===== src/rtl/serial_subtractor.sv =====
// Bit-serial two's-complement subtractor: D = A - B - Bi, one bit per clock, LSB first.
// Operands load on start; D/Bo/V/Z are held until the next completion or reset.
module serial_subtractor #(
    parameter int WIDTH = 8
) (
    input  logic             clk,
    input  logic             rst,
    input  logic             start,
    input  logic [WIDTH-1:0] A,
    input  logic [WIDTH-1:0] B,
    input  logic             Bi,
    output logic             busy,
    output logic             done,
    output logic [WIDTH-1:0] D,
    output logic             Bo,
    output logic             V,
    output logic             Z
);

    localparam int CW = $clog2(WIDTH);

    typedef enum logic [1:0] {S_IDLE, S_SHIFT, S_DONE} state_t;

    state_t           state_q, state_d;
    logic [WIDTH-1:0] op_a_q, op_a_d;
    logic [WIDTH-1:0] op_b_q, op_b_d;
    logic [WIDTH-1:0] res_q, res_d;
    logic             br_q, br_d;
    logic [CW-1:0]    cnt_q, cnt_d;
    logic             a_msb_q, a_msb_d;
    logic             b_msb_q, b_msb_d;
    logic [WIDTH-1:0] d_q, d_d;
    logic             bo_q, bo_d;
    logic             v_q, v_d;
    logic             z_q, z_d;

    logic             bit_a, bit_b, bit_d, br_nx;
    logic [WIDTH-1:0] res_shift;

    // One full-subtractor cell; the borrow flop closes the loop across cycles.
    always_comb begin
        bit_a     = op_a_q[0];
        bit_b     = op_b_q[0];
        bit_d     = bit_a ^ bit_b ^ br_q;
        br_nx     = (~bit_a & bit_b) | (~(bit_a ^ bit_b) & br_q);
        res_shift = {bit_d, res_q[WIDTH-1:1]};
    end

    always_comb begin
        state_d = state_q;
        op_a_d  = op_a_q;
        op_b_d  = op_b_q;
        res_d   = res_q;
        br_d    = br_q;
        cnt_d   = cnt_q;
        a_msb_d = a_msb_q;
        b_msb_d = b_msb_q;
        d_d     = d_q;
        bo_d    = bo_q;
        v_d     = v_q;
        z_d     = z_q;
        unique case (state_q)
            S_IDLE: begin
                if (start) begin
                    op_a_d  = A;
                    op_b_d  = B;
                    br_d    = Bi;
                    cnt_d   = '0;
                    a_msb_d = A[WIDTH-1];
                    b_msb_d = B[WIDTH-1];
                    state_d = S_SHIFT;
                end
            end
            S_SHIFT: begin
                op_a_d = op_a_q >> 1;
                op_b_d = op_b_q >> 1;
                res_d  = res_shift;
                br_d   = br_nx;
                cnt_d  = cnt_q + CW'(1);
                // Last bit: publish the result in the same edge it is formed.
                if (cnt_q == CW'(WIDTH - 1)) begin
                    d_d     = res_shift;
                    bo_d    = br_nx;
                    v_d     = (a_msb_q ^ b_msb_q) & (res_shift[WIDTH-1] ^ a_msb_q);
                    z_d     = (res_shift == '0);
                    state_d = S_DONE;
                end
            end
            S_DONE: begin
                state_d = S_IDLE;
            end
            default: begin
                state_d = S_IDLE;
            end
        endcase
    end

    always_ff @(posedge clk) begin
        if (rst) begin
            state_q <= S_IDLE;
            op_a_q  <= '0;
            op_b_q  <= '0;
            res_q   <= '0;
            br_q    <= 1'b0;
            cnt_q   <= '0;
            a_msb_q <= 1'b0;
            b_msb_q <= 1'b0;
            d_q     <= '0;
            bo_q    <= 1'b0;
            v_q     <= 1'b0;
            z_q     <= 1'b0;
        end else begin
            state_q <= state_d;
            op_a_q  <= op_a_d;
            op_b_q  <= op_b_d;
            res_q   <= res_d;
            br_q    <= br_d;
            cnt_q   <= cnt_d;
            a_msb_q <= a_msb_d;
            b_msb_q <= b_msb_d;
            d_q     <= d_d;
            bo_q    <= bo_d;
            v_q     <= v_d;
            z_q     <= z_d;
        end
    end

    assign busy = (state_q == S_SHIFT);
    assign done = (state_q == S_DONE);
    assign D    = d_q;
    assign Bo   = bo_q;
    assign V    = v_q;
    assign Z    = z_q;

endmodule


===== config.mk =====
export PLATFORM = sky130hd
export DESIGN_NAME = serial_subtractor
export DESIGN_NICKNAME = d
export VERILOG_FILES = /design/src/rtl/serial_subtractor.sv
export SDC_FILE = /design/constraint.sdc
export NUM_CORES = 1
export LEC_CHECK = 0
export ABC_CLOCK_PERIOD_IN_PS = 3400
export BUFFER_PORTS_ARGS = -buffer_cell sky130_fd_sc_hd__buf_2
export CAP_MARGIN = 20
export CORE_MARGIN = 4
export CORE_UTILIZATION = 45
export DETAILED_ROUTE_END_ITERATION = 8
export GPL_TIMING_DRIVEN = 0
export PLACE_DENSITY_LB_ADDON = 0.3
export SYNTH_ARGS = -nofsm -noshare
export SYNTH_HDL_FRONTEND = slang
export SYNTH_SLANG_ARGS = --single-unit

===== constraint.sdc =====
create_clock -name clk -period 3.4 [get_ports clk]
set_input_delay 0.34 -clock clk [delete_from_list [all_inputs] [get_ports clk]]
set_output_delay 0.34 -clock clk [all_outputs]
set_load 0.02 [all_outputs]

# Word-level counts from Yosys, hierarchy flattened
# Index checks and enable logic that the tools add are counted.
[totals]
word_cells = 46
regBits = 43
in_bits = 20
[classes]
n_bitwise = 10
reduce_logical = 7
add_sub_neg = 1
n_eq_ne = 5
muxes = 11
[op_table]
columns = ["operator", "count"]
rows = [
  ["$pmux W8 S2", 2],
  ["$mux W8", 2],
  ["$logic_not A8 Y1", 1],
  ["$reduce_and A2 Y1", 4],
  ["$pmux W3 S2", 1],
  ["$mux W2", 2],
  ["$pmux W2 S2", 1],
  ["$xor A1 B1 Y1", 4],
  ["$add A3 B1 Y3 const B", 1],
  ["$and A1 B1 Y1", 3],
  ["$eq A3 B3 Y1 const B", 1],
  ["$mux W3", 1],
  ["$eq A2 B1 Y1 const B", 1],
  ["$eq A2 B2 Y1 const B", 1],
  ["$logic_not A2 Y1", 1],
  ["$ne A2 B1 Y1 const B", 1],
  ["$ne A2 B2 Y1 const B", 1],
  ["$not A1 Y1", 2],
  ["$pmux W1 S2", 1],
  ["$reduce_bool A2 Y1", 1],
  ["$mux W1", 1],
  ["$or A1 B1 Y1", 1],
]

# Longest topological paths before layout
# Gate-level depths: netlist of the first run.
[logic_depth]
depth_word = 5
ltp_mapped = 6
depth_no_buf = 5

# Worst setup path before layout of the first run
# Ideal clock, no wire load.
[synth_path]
kind = "flip-flop to flip-flop"
startpoint = "reg cnt_q[0]"
endpoint = "reg bo_q, in the netlist Bo"
stages_incl_launch_ff = 6
arrival_time_ns = 1.236
setup_ns = 0.086
synth_period_minus_slack_ns = 1.321
slack_ns = 2.079
path_cell_list = "dfxtp_1 ha_1 ha_1 and3b_1 buf_2 a211oi_1"
[synth_via]
elab_chain_cells = 2
[synth_rtl]
columns = ["element", "line", "text"]
rows = [
  ["start, declared", "29", "logic [CW-1:0] cnt_q, cnt_d;"],
  ["start signal, assigned", "118", "cnt_q <= cnt_d;"],
  ["$eq A3 B3 Y1", "81", "if (cnt_q == CW'(WIDTH - 1)) begin"],
  ["$reduce_and A2 Y1 (no line)", "--", ""],
  ["end signal, assigned", "122", "bo_q <= bo_d;"],
  ["end, declared", "33", "logic bo_q, bo_d;"],
]
# No other way between the ends.
# A chain may end at the register's enable or synchronous reset.

# Worst setup path in the final report of the first run
[layout_path]
startpoint = "reg state_q[1]"
endpoint = "out busy"
[layout_via]
elab_chain_cells = 1
[layout_rtl]
columns = ["element", "line", "text"]
rows = [
  ["start, declared", "24", "state_t state_q, state_d;"],
  ["start signal, assigned", "113", "state_q <= state_d;"],
  ["$eq A2 B1 Y1", "128", "assign busy = (state_q == S_SHIFT);"],
  ["end, declared", "12", "output logic busy,"],
]
# No other way between the ends.

==> results of run 1 <==
## final timing paths
kind / cells past startpoint / endpoint
setup / recovery: 4 / busy
hold / removal: 3 / op_a_q[3]$_SDFFE_PP0P_
setup reg to reg: 5 / Z$_SDFFE_PP0P_
hold reg to reg: 2 / D[3]$_SDFFE_PP0P_
## flip-flops by register name (all words and copies together), names as in the netlist
register / flops
b_msb_q: 1
op_b_q: 8
Bo: 1
br_q: 1
op_a_q: 8
a_msb_q: 1
cnt_q: 3
V: 1
res_q: 7
D: 8
Z: 1
state_q: 2
## synthesized netlist by cell type (all sizes together) (2+ instances only)
| cell type | instances |
|---|---|
| nor2 | 24 |
| a22oi | 4 |
| dfxtp | 42 |
| mux2i | 3 |
| a21oi | 31 |
| a211oi | 16 |
| clkbuf | 4 |
| ha | 2 |
| nand3b | 2 |
| buf | 10 |
| nor4 | 2 |
| nand2 | 47 |
| inv | 4 |
## routing by layer
layer | vias up | part of all wire [%] | GRT usage (%)
met3 | 4 | 6.0 | 3.02
met2 | 38 | 43 | 21.9
met4 | 0 | 1.2 | 7.02
li1 | 767 | - | -
met1 | 641 | 49 | 21.2
met5 | - | 0 | 0
## power breakdown
group,switching [mW],leakage (nW),internal (mW)
combinational,0.0682,0.454,0.0490
clock,0.156,0.0482,0.164
sequential,0.0121,0.343,0.514
total,0.236,0.846,0.727
## metrics by stage
stage / std cells / area [µm²] / util [%] / worst slack (ps) / total power [mW]
2_1_floorplan: 203 / 1740 / - / 2080 / 0.621
3_3_place_gp: 282 / 1950 / 52.9 / 1950 / 0.654
3_5_place_dp: 282 / 1950 / 52.9 / 1900 / 0.656
4_1_cts: 290 / 2040 / 55.4 / 1650 / 0.975
5_1_grt: 290 / 2040 / 55.4 / 1550 / 1.01
6_report: 290 / 2040 / 55.4 / 1660 / 0.963
## layout make-up
type	instances	area (µm²)
sequential	42	841
inverter	4	15.0
multi-input combinational	143	801
clock inverter	1	5.00
buffer	14	80.1
clock buffer	7	86.3
fill	352	1650
tap	48	60.1
timing repair buffer	31	155
## worst register-to-register path, stage by stage, from the launching register on
cell     delay (ps)
dfxtp_1         310
inv_1            60
fa_1            560
nor4_1          250
nand3_1         130
a21oi_1         130
## cells by family after synthesis
| logic type | Yosys count | synth area share (%) |
|---|---|---|
| flops | 42 | 48.4 |
| simple gates | 82 | 20.4 |
| fa+ha+maj | 3 | 2.59 |
| mux | 3 | 1.73 |
| compound gates | 55 | 21.4 |
| buf+inv | 18 | 5.47 |
==> impl_metrics.toml, run 1 <==
[timing]
finalHoldWorstSlack_ps = 292
drv_slew = 0
slew_headroom_pct = 59.1
final.period_utilization_pct = 51.2
setup_tns_ps = 0
min_period_ps = 1740
skew_ps = 3.75
max_freq_ghz = 0.575
rsz0062_at_grt = "false"
tightest_slew_ps = 614
finalHoldViolations = 0
setup_viol = 0

[power]
p_leak_nw = 0.846
powerDensity_nw_per_um2 = 471
irDropWorstVdd_mv = 0.271

[worst_setup_path]
cp-end-kind = "primary output"
path_class = "reg -> out"
crit_start = "state_q[1]$_SDFFE_PP0P_"
slowest_delay_ps = 480
path_cells = "nand2b_4, inv_2, buf_2, buf_2"
crit_buf_inv = 3
cp-start-kind = "register"
reg2reg_slack_ps = 1900
cp.arrival_ps = 1400
cp_top_family = "flip-flops"
critPathRequiredTime_ps = 3060
slowest_stage = "dfxtp_1"
crit_fanout = 10
reg2reg_from = "op_b_q[0]$_SDFFE_PP0P_"
cpMostUsedCell = "buf_2"

[cts]
cts-root-buf = "clkbuf_8"
clock_sinks = 42
cts_tree = "done"
ctsHoldBuffers = 0
clk_latency_ps = 280
cts.repair.resized = 0
path_clk_slew_ps = 70
clock_path_buffers = 2
cts_htree_levels = 2
postCtsSetupBuffers = 0
numCtsBuffers = 5

[synthesis]
ys_ff_latch = 42
syn_area_per_cell_um2 = 8.56
synth_nets = 226
async_flop_share_pct = 0
synth_top_area_cell = "dfxtp_1"
synthCells = 203
ys.flop_type = "dfxtp_1"
synth.distinct_cells = 30
synth_top_area_share_pct = 48.4
synthesis.area_um2 = 1740
yosysWarnings = 0
synth_edf_count = 0
synth_area_leaders = "dfxtp_1, nand2_1, a21oi_1, a211oi_1, nor2_1"
yosysSeqAreaShare_pct = 48.4

[layout]
num_antenna_cells = 0
syn2layout_area_growth_pct = 17.7
final_common_cell = "nand2_1"
final_nets = 264
layout_common_cells = "nand2_1, dfxtp_1, buf_2"
drive_above_1_share_pct = 23.6

[placement]
io_buffers = 31
hpwl_um = 2520
routabilityCongestion = 0.751

[drt]
ant_nets = 0
drc = 0
vias = 1450
firstDrtPassIters = 4
drt_wl_total_um = 3530
drtIter0Drc = 83
routed_via_density = 5.00
wire_per_inst_um = 12.2

[die]
start_util_pct = 47.1
die_y_um = 70.1
num_rows = 22
core_um2 = 3690
die_w_um = 70.1
io_pins = 33
die_area_um2 = 4920

[global_routing]
grt_pass1_wl_um = 5890
grt_pass1_vias = 1286
globalRouteOverflowTotal = 0
grt_antenna_before_repair = 0
grt.total_usage_pct = 15.0
grt_max_degree = 13

[min_path]
min-delay-start = "A[3]"
hp-class = "in -> reg"

[outcome]
status = "finished clean"

[run]
maxCapViolations = 0
(Power assumes the default switching activity.)
==> run 2: changes to the inputs <==
--- a/config.mk
+++ b/config.mk
@@ -5,7 +5,8 @@
 export SDC_FILE = /design/constraint.sdc
 export NUM_CORES = 1
 export LEC_CHECK = 0
-export ABC_CLOCK_PERIOD_IN_PS = 3400
+export ABC_AREA = 1
+export ABC_CLOCK_PERIOD_IN_PS = 1400
 export BUFFER_PORTS_ARGS = -buffer_cell sky130_fd_sc_hd__buf_2
 export CAP_MARGIN = 20
 export CORE_MARGIN = 4
==> constraint.sdc (replaced) <==
create_clock -name clk -period 1.4 [get_ports clk]
set_input_delay 0.14 -clock clk [delete_from_list [all_inputs] [get_ports clk]]
set_output_delay 0.14 -clock clk [all_outputs]
set_load 0.02 [all_outputs]
==> run 2 against run 1 <==
Clock skew increased by 4.6 ps. Largest power group unchanged. Sequential share of layout area decreased by 3.0 points. Synthesized cell count grew 31%. Highest routed layer unchanged. Count of clock-buffer cells in the layout unchanged. Worst hold slack worse by 170 ps. Critical path depth is 3 higher.
==> impl_metrics.toml, run 2 <==
[timing]
min_period_ps = 1370
slew_headroom_pct = 67.9
skew_ps = 8.40
setup_tns_ps = 0
rsz0062_at_grt = "true"
max_freq_ghz = 0.731
final.period_utilization_pct = 97.8
setup_viol = 0
tightest_slew_ps = 482
finalHoldViolations = 0
drv_slew = 0

[placement]
routabilityCongestion = 0.720
hpwl_um = 2680
io_buffers = 31

[drt]
ant_nets = 0
routed_via_density = 4.54
wire_per_inst_um = 10.5
firstDrtPassIters = 4
drt_wl_total_um = 3740
vias = 1621
drc = 0
drtIter0Drc = 86

[synthesis]
async_flop_share_pct = 0
synth_area_leaders = "dfxtp_1, nand2_1, nor2_1, o21ai_0, inv_1"
synth.most_common_cell = "nand2_1"
synthesis.area_um2 = 1860
synth_nets = 289
synthCells = 266
synth_mux_area_share_pct = 0
synth_edf_count = 0
ys.flop_type = "dfxtp_1"
ys_ff_latch = 42
synthTopCellsByCount = "nand2_1, nor2_1, dfxtp_1, inv_1, o21ai_0"
yosys.area_share.simple_pct = 29.5
synth.distinct_cells = 21
syn_area_per_cell_um2 = 7.01
synth_xor_area_share_pct = 0
yosysSeqAreaShare_pct = 45.1
synth-compound-area-share_pct = 12.0
yosysWarnings = 0
synth_top_family_by_area = "simple AND/OR/NAND/NOR gates"
synthAdderAreaFrac_pct = 2.42
synth_top_area_share_pct = 45.1
synth_top_area_cell = "dfxtp_1"

[layout]
final_common_cell = "nand2_1"
syn2layout_area_growth_pct = 18.6
register_area_um2 = 845
layout_common_cells = "nand2_1, nor2_1, dfxtp_1"
final_nets = 329
fill_cells = 416
multiInputGateArea_um2 = 827
drive_above_1_share_pct = 22.5
num_antenna_cells = 0

[global_routing]
grt_antenna_before_repair = 0
globalRouteOverflowTotal = 0
grt_pass1_wl_um = 6390
grt_max_degree = 13
grt_pass1_vias = 1466
grt.total_usage_pct = 15.9

[cts]
cts_htree_levels = 2
cts_tree = "done"
cts-root-buf = "clkbuf_8"
clk_latency_ps = 300
clock_path_buffers = 2
clock_sinks = 42
path_clk_slew_ps = 80
numCtsBuffers = 5

[die]
num_rows = 23
die_w_um = 72.4
die_y_um = 72.4
io_pins = 33
core_um2 = 4000
start_util_pct = 46.6
die_area_um2 = 5240

[power]
irDropWorstVdd_mv = 0.495
power_frac_seq_pct = 51.9
power_frac_clock_pct = 32.3
powerDensity_nw_per_um2 = 1130
combinationalPowerShare_pct = 15.8
power_switching_uw = 671
total_power_mw = 2.50
p_leak_nw = 1.06
p_int_mw = 1.83
switching_share_pct = 26.8

[worst_setup_path]
cp-end-kind = "register"
reg2reg_slack_ps = 30
slowest_stage = "fa_2"
worst_r2r_path_depth = 7
crit_buf_inv = 1
cp_top_family = "adder cells"
path_depth = 7
cpMostUsedCell = "nor2_1"
path_cells = "inv_2, fa_2, nor2_1, nand2_1, nor2_1, nor2_1, nor2_1"
crit_fanout = 5
crit_start = "op_b_q[0]$_SDFFE_PP0P_"
cp-start-kind = "register"
slowest_delay_ps = 590
reg2reg_from = "op_b_q[0]$_SDFFE_PP0P_"
r2r-end = "Z$_SDFFE_PP0P_"
path_class = "reg -> reg"
cp.arrival_ps = 1560
critical_path.endpoint = "Z$_SDFFE_PP0P_"
critPathRequiredTime_ps = 1600

[min_path]
hp-class = "in -> reg"
hold_path_depth = 3

[run]
maxCapViolations = 0

[outcome]
status = "finished clean"
-- run 2: per-layer routing --
layer / wire length, µm / track usage [%] / up-vias
li1: - / - / 894
met1: 1830 / 19.0 / 696
met2: 1670 / 25.8 / 25
met3: 168 / 5.26 / 6
met4: 70 / 6.89 / 0
met5: 0 / 0 / -
-- run 2: through the flow --
step	instance area, µm²	hold slack (ps)	utilization [%]	instances	worst slack, ps
finish	2210	121	55.3	357	31.2
global route	2210	128	55.3	357	-38.3
CTS	2190	110	54.7	355	11.4
detailed placement	2080	429	52.0	347	-11.9
global placement	2080	432	52.0	347	26.3
floorplan	1860	312	-	266	131
-- run 2: worst min-delay path by stage --
stage | from | to
after floorplan | A[7] | op_a_q[7]$_SDFFE_PP0P_
final | B[7] | op_b_q[7]$_SDFFE_PP0P_
after detailed placement | B[7] | op_b_q[7]$_SDFFE_PP0P_
after CTS | B[7] | op_b_q[7]$_SDFFE_PP0P_
after global routing | rst | D[0]$_SDFFE_PP0P_
after global placement | rst | D[0]$_SDFFE_PP0P_
-- run 2: repair_timing --
item | 4_1_cts | 5_1_grt
gates resized for setup | 4 | 10
cloned | 0 | 0
setup endpoints to repair | 3 | 11
hold buffers | 0 | 0
setup buffers | 0 | 2
-- run 2: logic make-up after synthesis --
| kind of cell | after synthesis |
|---|---|
| buf+inv | 41 |
| fa+ha+maj | 3 |
| compound gates | 41 |
| flops | 42 |
| simple gates | 139 |
-- run 2: layout make-up --
| type | instances | area share [%] |
|---|---|---|
| tap | 50 | 2.83 |
| clock buffer | 7 | 3.90 |
| sequential | 42 | 38.2 |
| multi-input combinational | 183 | 37.4 |
| buffer | 13 | 4.75 |
| timing repair buffer | 33 | 7.81 |
| clock inverter | 1 | 0.226 |
| inverter | 28 | 4.87 |
-- run 2: worst reg2reg max path, delay by kind of cell (launching register included) --
family | cells | cell delay, ps
fa+ha+maj | 1 | 590
flops | 1 | 330
simple gates | 5 | 320
buf+inv | 1 | 40
-- run 2: power by group through the flow --
stage	combinational, mW	clock, mW	sequential, mW
3_3_place_gp	0.375	0	1.32
5_1_grt	0.461	0.888	1.31
2_1_floorplan	0.292	0	1.32
6_report	0.394	0.807	1.30
3_5_place_dp	0.382	0	1.32
4_1_cts	0.391	0.836	1.30
